### src/rtl/pwm_capture.sv
// pwm_capture: APB3-mapped high-time / period capture of an asynchronous PWM input.
// Define PWM_CAPTURE_TIMEOUT_EN to build the edge-idle timeout that drives STATUS.TMO.

module pwm_capture #(
    parameter int unsigned TIMEOUT_CYCLES = 1000000
) (
    input  logic        PCLK,
    input  logic        PRESET,
    input  logic        PSEL,
    input  logic        PENABLE,
    input  logic        PWRITE,
    input  logic [31:0] PADDR,
    input  logic [31:0] PWDATA,
    output logic [31:0] PRDATA,
    output logic        PREADY,
    output logic        PSLVERR,
    input  logic        pwm_in,
    output logic        capture_irq
);

    typedef enum logic [1:0] {
        IDLE      = 2'd0,
        WAIT_RISE = 2'd1,
        HIGH_PH   = 2'd2,
        LOW_PH    = 2'd3
    } state_e;

    localparam logic [1:0] ADDR_CTRL   = 2'd0;
    localparam logic [1:0] ADDR_STATUS = 2'd1;
    localparam logic [1:0] ADDR_HIGH   = 2'd2;
    localparam logic [1:0] ADDR_PERIOD = 2'd3;

    function automatic logic [31:0] sat_inc(input logic [31:0] v);
        return (&v) ? v : v + 32'd1;
    endfunction

    state_e      state_q, state_d;
    logic [2:0]  sync_q, sync_d;
    logic        en_q, en_d, irq_en_q, irq_en_d;
    logic        valid_q, valid_d, ovr_q, ovr_d;
    logic [31:0] high_q, high_d, period_q, period_d;
    logic [31:0] high_cnt_q, high_cnt_d, period_cnt_q, period_cnt_d;
    logic        irq_q, irq_d;

    logic        rise, fall;
    logic        wr, wr_ctrl, wr_status;
    logic        capture, start_meas, high_run;
    logic        tmo_hit, tmo_bit;

    assign PREADY      = 1'b1;
    assign PSLVERR     = 1'b0;
    assign capture_irq = irq_q;

    // sync_q[1] is the synchronised input, sync_q[2] its one-cycle-old copy.
    assign sync_d = {sync_q[1:0], pwm_in};
    assign rise   = sync_q[1] & ~sync_q[2];
    assign fall   = ~sync_q[1] & sync_q[2];

    assign wr        = PSEL & PENABLE & PWRITE;
    assign wr_ctrl   = wr && (PADDR[3:2] == ADDR_CTRL);
    assign wr_status = wr && (PADDR[3:2] == ADDR_STATUS);

    logic unused_bits;
    assign unused_bits = ^{PADDR[31:4], PADDR[1:0], PWDATA[31:3]};

`ifdef PWM_CAPTURE_TIMEOUT_EN
    localparam logic [31:0] TIMEOUT_LAST = 32'(TIMEOUT_CYCLES - 1);

    logic [31:0] idle_cnt_q, idle_cnt_d;
    logic        tmo_q, tmo_d;

    always_comb begin
        idle_cnt_d = idle_cnt_q;
        tmo_hit    = 1'b0;
        if (!en_q || state_q == IDLE || rise || fall) begin
            idle_cnt_d = '0;
        end else if (idle_cnt_q >= TIMEOUT_LAST) begin
            tmo_hit    = 1'b1;
            idle_cnt_d = '0;
        end else begin
            idle_cnt_d = idle_cnt_q + 32'd1;
        end

        tmo_d = tmo_q;
        if (wr_status && PWDATA[2]) tmo_d = 1'b0;
        if (tmo_hit)                tmo_d = 1'b1;
    end

    always_ff @(posedge PCLK or posedge PRESET) begin
        if (PRESET) begin
            idle_cnt_q <= '0;
            tmo_q      <= 1'b0;
        end else begin
            idle_cnt_q <= idle_cnt_d;
            tmo_q      <= tmo_d;
        end
    end

    assign tmo_bit = tmo_q;
`else
    assign tmo_hit = 1'b0;
    assign tmo_bit = 1'b0;

    logic unused_timeout;
    assign unused_timeout = ^{PWDATA[2], 32'(TIMEOUT_CYCLES)};
`endif

    // NOTE: sequential state uses non-blocking assignments so every flop samples pre-edge values.
    always_ff @(posedge PCLK or posedge PRESET) begin
        if (PRESET) state_q <= IDLE;
        else        state_q <= state_d;
    end

    always_comb begin
        state_d = state_q;
        unique case (state_q)
            IDLE:      if (en_q) state_d = WAIT_RISE;
            WAIT_RISE: if (rise) state_d = HIGH_PH;
            HIGH_PH:   if (fall) state_d = LOW_PH;
            LOW_PH:    if (rise) state_d = HIGH_PH;
            default:   state_d = IDLE;
        endcase
        if (tmo_hit) state_d = WAIT_RISE;
        if (!en_q)   state_d = IDLE;
    end

    // NOTE: every always_comb output gets a default first so no latch is inferred.
    always_comb begin
        capture    = 1'b0;
        start_meas = 1'b0;
        high_run   = 1'b0;
        if (en_q) begin
            capture    = rise && (state_q == LOW_PH);
            start_meas = rise && (state_q == WAIT_RISE || state_q == LOW_PH);
            high_run   = (state_q == HIGH_PH) && !fall;
        end
    end

    // Counters restart at 1 on the rising edge so a steady N-cycle period reads exactly N.
    always_comb begin
        high_cnt_d   = high_cnt_q;
        period_cnt_d = period_cnt_q;
        if (!en_q || state_q == IDLE || tmo_hit) begin
            high_cnt_d   = '0;
            period_cnt_d = '0;
        end else if (start_meas) begin
            high_cnt_d   = 32'd1;
            period_cnt_d = 32'd1;
        end else begin
            if (state_q == HIGH_PH || state_q == LOW_PH) period_cnt_d = sat_inc(period_cnt_q);
            if (high_run)                                  high_cnt_d   = sat_inc(high_cnt_q);
        end
    end

    always_comb begin
        en_d     = en_q;
        irq_en_d = irq_en_q;
        valid_d  = valid_q;
        ovr_d    = ovr_q;
        high_d   = high_q;
        period_d = period_q;
        if (wr_ctrl) begin
            en_d     = PWDATA[0];
            irq_en_d = PWDATA[1];
        end
        if (wr_status && PWDATA[0]) valid_d = 1'b0;
        if (wr_status && PWDATA[1]) ovr_d   = 1'b0;
        // Sets are applied after clears so a coincident update wins.
        if (capture) begin
            valid_d  = 1'b1;
            if (valid_q) ovr_d = 1'b1;
            high_d   = high_cnt_q;
            period_d = period_cnt_q;
        end
        irq_d = irq_en_q & (valid_q | tmo_bit);
    end

    always_ff @(posedge PCLK or posedge PRESET) begin
        if (PRESET) begin
            sync_q       <= '0;
            en_q         <= 1'b0;
            irq_en_q     <= 1'b0;
            valid_q      <= 1'b0;
            ovr_q        <= 1'b0;
            high_q       <= '0;
            period_q     <= '0;
            high_cnt_q   <= '0;
            period_cnt_q <= '0;
            irq_q        <= 1'b0;
        end else begin
            sync_q       <= sync_d;
            en_q         <= en_d;
            irq_en_q     <= irq_en_d;
            valid_q      <= valid_d;
            ovr_q        <= ovr_d;
            high_q       <= high_d;
            period_q     <= period_d;
            high_cnt_q   <= high_cnt_d;
            period_cnt_q <= period_cnt_d;
            irq_q        <= irq_d;
        end
    end

    always_comb begin
        PRDATA = '0;
        if (PSEL) begin
            unique case (PADDR[3:2])
                ADDR_CTRL:   PRDATA = {30'd0, irq_en_q, en_q};
                ADDR_STATUS: PRDATA = {29'd0, tmo_bit, ovr_q, valid_q};
                ADDR_HIGH:   PRDATA = high_q;
                ADDR_PERIOD: PRDATA = period_q;
                default:     PRDATA = '0;
            endcase
        end
    end

endmodule

### config.mk
export PLATFORM = sky130hd
export DESIGN_NAME = pwm_capture
export DESIGN_NICKNAME = d
export VERILOG_FILES = /design/src/rtl/pwm_capture.sv
export SDC_FILE = /design/constraint.sdc
export NUM_CORES = 1
export LEC_CHECK = 0
export CORE_ASPECT_RATIO = 1.4
export CORE_MARGIN = 5
export CORE_UTILIZATION = 55
export DETAILED_ROUTE_END_ITERATION = 12
export GPL_TIMING_DRIVEN = 0
export PLACE_DENSITY = 0.81
export SETUP_SLACK_MARGIN = 0.02
export SLEW_MARGIN = 25
export SYNTH_ARGS = -nofsm -noshare
export SYNTH_HDL_FRONTEND = slang
export SYNTH_SLANG_ARGS = --single-unit
### constraint.sdc
create_clock -name PCLK -period 7.8 [get_ports PCLK]
set_input_delay 1.56 -clock PCLK [delete_from_list [all_inputs] [get_ports PCLK]]
set_output_delay 1.56 -clock PCLK [all_outputs]
set_load 0.01 [all_outputs]
* After elaboration in Yosys (flattened, before gate mapping) *
Cells that the tools add are included.

storage, ports and cells
  word-level logic and storage cells = 75
  register bits = 138
  input port bits = 70
  output and inout port bits = 35

cells by class
  reductions and logical operators = 23
  muxes and demuxes = 22
  equality and inequality tests = 10
  $add $sub $neg = 2
  bitwise gates (word level) = 7

operators by type and width
  operator                                               number
  2-to-1 mux 32 bit                                      9
  one-hot mux 32 bit (4 select lines)                    1
  adder 32 x 1 -> 32 bit, second input constant          2
  AND reduction 32 bit                                   2
  inequality test 3 bit, second input constant           3
  equality test 2 bit, second input constant             4
  2-to-1 mux 1 bit                                       8
  logical AND 1 bit                                      7
  2-to-1 mux 2 bit                                       3
  one-hot mux 2 bit (3 select lines)                     1
  AND reduction 2 bit                                    3
  nonzero test 3 bit                                     2
  AND 1 bit                                              5
  equality test 2 x 1 -> 1 bit, second input constant    2
  logical NOT 2 bit                                      2
  logical OR 1 bit                                       3
  inequality test 3 x 2 -> 1 bit, second input constant  1
  logical NOT 1 bit                                      2
  NOT 1 bit                                              2
  nonzero test 2 bit                                     1
  OR reduction 2 bit                                     1

* Depth between registers and ports, before layout *
  depth in word-level cells = 8
  depth in mapped cells = 7
  mapped depth without buffers = 6

* Least setup slack after synthesis *
Ideal clock, no wire load.

  kind = input -> output
  from = input PADDR[2]
  to = output PRDATA[10]
  cell stages on the path = 4
  data required time = 6,240 ps
  arrival time = 2,567 ps
  buffers on the path = 2
  setup slack = 3,673 ps
  path through = clkbuf_1 -> clkbuf_1 -> mux2i_1 -> nor2_1

between the ends
  cells in the longest elaborated chain, start to end = 3
  elaborated cells on any way between the ends = 6
  classes of those cells = 3 x eq/ne; 2 x mux; 1 x reduce/logical

ends and longest elaborated chain
  what                                         RTL line  RTL
  from (decl)                                  12        input logic [31:0] PADDR,
  equality test 2 bit (tied with other cells)  207       unique case (PADDR[3:2])
  one-hot mux 32 bit (4 select lines) *        207
  2-to-1 mux 32 bit *                          206       if (PSEL) begin
  to (decl)                                    14        output logic [31:0] PRDATA,

Every way passes the cells marked *; elsewhere a longest branch is shown, timed or not.

* Worst setup path after layout *
  from = input PADDR[2]
  to = output PRDATA[7]

The elaborated chain is that of the path after synthesis.

==> out/results.tsv <==
metric	value	unit
tns	0	ns
ant_nets	0	
hpwl	12900	µm
switching_power	0.402	mW
clockRootBuffer	clkbuf_16	
track_usage	25.1	%
cts_tree	done	
finalCritPeriodShare	64.6	%
hold_buffers	0	
antenna_cells	0	
cap_viol_max_count	0	
path_max_fanout	10	
final_hold_viol_count	0	
slew_headroom	48.9	%
end_kind	output pin	
die_w	105	µm
syn_area	6990	µm²
avgSynthCellArea	10.5	µm²
fmax	199	MHz
numPortBuffers	41	
cp.arrival	3.48	ns
skew	0.00948	ns
firstDrtPassIters	5	
ys_ff_latch	138	
r2r_cells	6	
drive_gt1_share	17.6	%
cts.sinks	138	
yosysUniqueCellTypes	61	
power.density	200	nW/µm²
path_class	in -> out	
grt_pass1_vias	5635	
synth_ff_type	dfrtp_1	
vias_per_cell	6.36	
finalCriticalPeriod	5.04	ns
use_met2	45.0	%
overflow	0	
antenna_found_initial	0	
total_power	1.64	mW
peakVddDrop	0.123	mV
synth_fp_nets	738	
post_layout_nonfiller_instances	890	
combPwrFrac	6.7	%
dieArea	15100	µm²
path_clk_slew	0.06	ns
min_path_type	reg -> reg	
p_leak	3.46	nW
clockBufferDepth	2	
clk_latency	0.42	ns
ys_warn_count	0	
num_io_pins	105	
htree_levels	4	
critPathRequiredTime	6.24	ns
cts_resized	0	
hold_start	sync_q[0]$_DFF_PP0_	
cp-start-kind	input port	
drtIter0Drc	490	
grt_first_pass_wirelength	29600	µm
slew_viol_final	0	
post_cts_buffers	0	
synth_cells	666	
whs_path_depth	0	
final_cell_mix	dfrtp_1, mux2_2, nand2_1, nor2_1	
multi_input_area	3320	µm²
switching_share	24.5	%
detail_route.wl_per_cell	20.5	µm
whs	0.353	ns
regToRegSetupSlack	5.02	ns
timing.rr.end	period_cnt_q[15]$_DFFE_PP0P_	
power.share.sequential	44.7	%
layout_commonest_cell	dfrtp_1	
start_util	56.2	%
placed_cells	858	
core_area	12400	µm²
tightestPinTransition	0.767	ns
layout.nets	799	
grtUsageMet3	4.36	%
holdPathEnd	sync_q[1]$_DFF_PP0_	
status	completed	
r2r-start	state_q[1]$_DFFE_PP0P_	
synth_edf_count	0	
drc	0	
area_delta_synth_final	17.5	%
cts_made_buffers	17	
nFillCells	915	
setup_viol	0	
rows	48	
grt-busiest-layer	met2	
async_reset_ff_share	100	%
p_clk_share	48.6	%
postRouteWirelength	18200	µm
power.internal	1.24	mW
grtUsageMet1	29.2	%
routabilityCongestion	0.933	
grt_start_max_net_pins	77	
rsz0062_at_grt	no	
fp.dieH	143	µm
regArea	3450	µm²
synth_seq_area_share	49.4	%
vias	5656	
[how the worst max path moves through the flow]
stage,startpoint,slack (ns),to,cells past startpoint
3_5_place_dp,PADDR[3],2.81,PRDATA[26],5
4_1_cts,PADDR[3],2.80,PRDATA[25],5
2_1_floorplan,PRESET,2.54,capture_irq$_DFF_PP0_,1
3_3_place_gp,PRESET,0.84,period_q[9]$_DFFE_PP0P_,2
5_1_grt,PADDR[2],2.67,PRDATA[13],5
6_report,PADDR[2],2.76,PRDATA[7],5
[through the flow]
| step | area [µm²] | util, % | setup WS, ns |
|---|---|---|---|
| after global placement | 7590 | 61.1 | 0.838 |
| final | 8210 | 66.1 | 2.76 |
| after floorplan | 6990 | - | 2.54 |
| after global routing | 8210 | 66.1 | 2.67 |
| after detailed placement | 7620 | 61.3 | 2.81 |
| after CTS | 8210 | 66.1 | 2.80 |
[kinds of logic after synthesis]
group,synth area share [%]
compound gates,9.13
xor+xnor,1.38
fa+ha+maj,0.358
buf+inv,3.11
flops,49.4
mux,15.9
other cells,0.107
simple gates,20.7
[sequential cells by signal, indices dropped and copies added (netlist names), 2 cells and up]
signal / cells
high_cnt_q: 32
high_q: 32
state_q: 2
period_cnt_q: 32
period_q: 32
sync_q: 3
[power by group through the flow]
stage / clock, mW / combinational [mW] / sequential (mW)
6_report: 0.799 / 0.110 / 0.733
5_1_grt: 0.837 / 0.118 / 0.733
4_1_cts: 0.801 / 0.110 / 0.733
3_5_place_dp: 0 / 0.108 / 0.745
3_3_place_gp: 0 / 0.104 / 0.745
2_1_floorplan: 0 / 0.0674 / 0.744
[critical path, cell delays in order]
cell             delay, ns
clkbuf_1              0.39
clkbuf_1              0.60
mux2i_1               0.22
nor2_1                0.15
clkdlybuf4s50_1       0.55
[Yosys cell counts (all sizes together), types with 12 or more instances]
cell type,n,area [µm²]
dfrtp,138,3450
a21oi,34,170
clkbuf,19,92.6
or3,27,169
mux2,58,653
nand3,31,160
nand4,23,144
buf,13,80.1
nor3,14,86.3
nand2,58,218
nor2,58,218
inv,12,45.0
mux2i,41,410
o21ai,38,190
[per-layer routing]
metal	vias up	share of wire (%)
met4	0	3.8
li1	2546	-
met3	53	5.3
met1	2815	38
met2	242	53
met5	-	0
[layout make-up]
| class | count | share of cell area (%) |
|---|---|---|
| Clock inverter | 13 | 1.78 |
| Tap cell | 150 | 2.28 |
| Clock buffer | 19 | 5.39 |
| Timing Repair Buffer | 42 | 5.33 |
| Buffer | 32 | 2.10 |
| Multi-Input combinational cell | 484 | 40.4 |
| Sequential cell | 138 | 42.0 |
| Inverter | 12 | 0.640 |
Power figures use the tool's default switching activity.
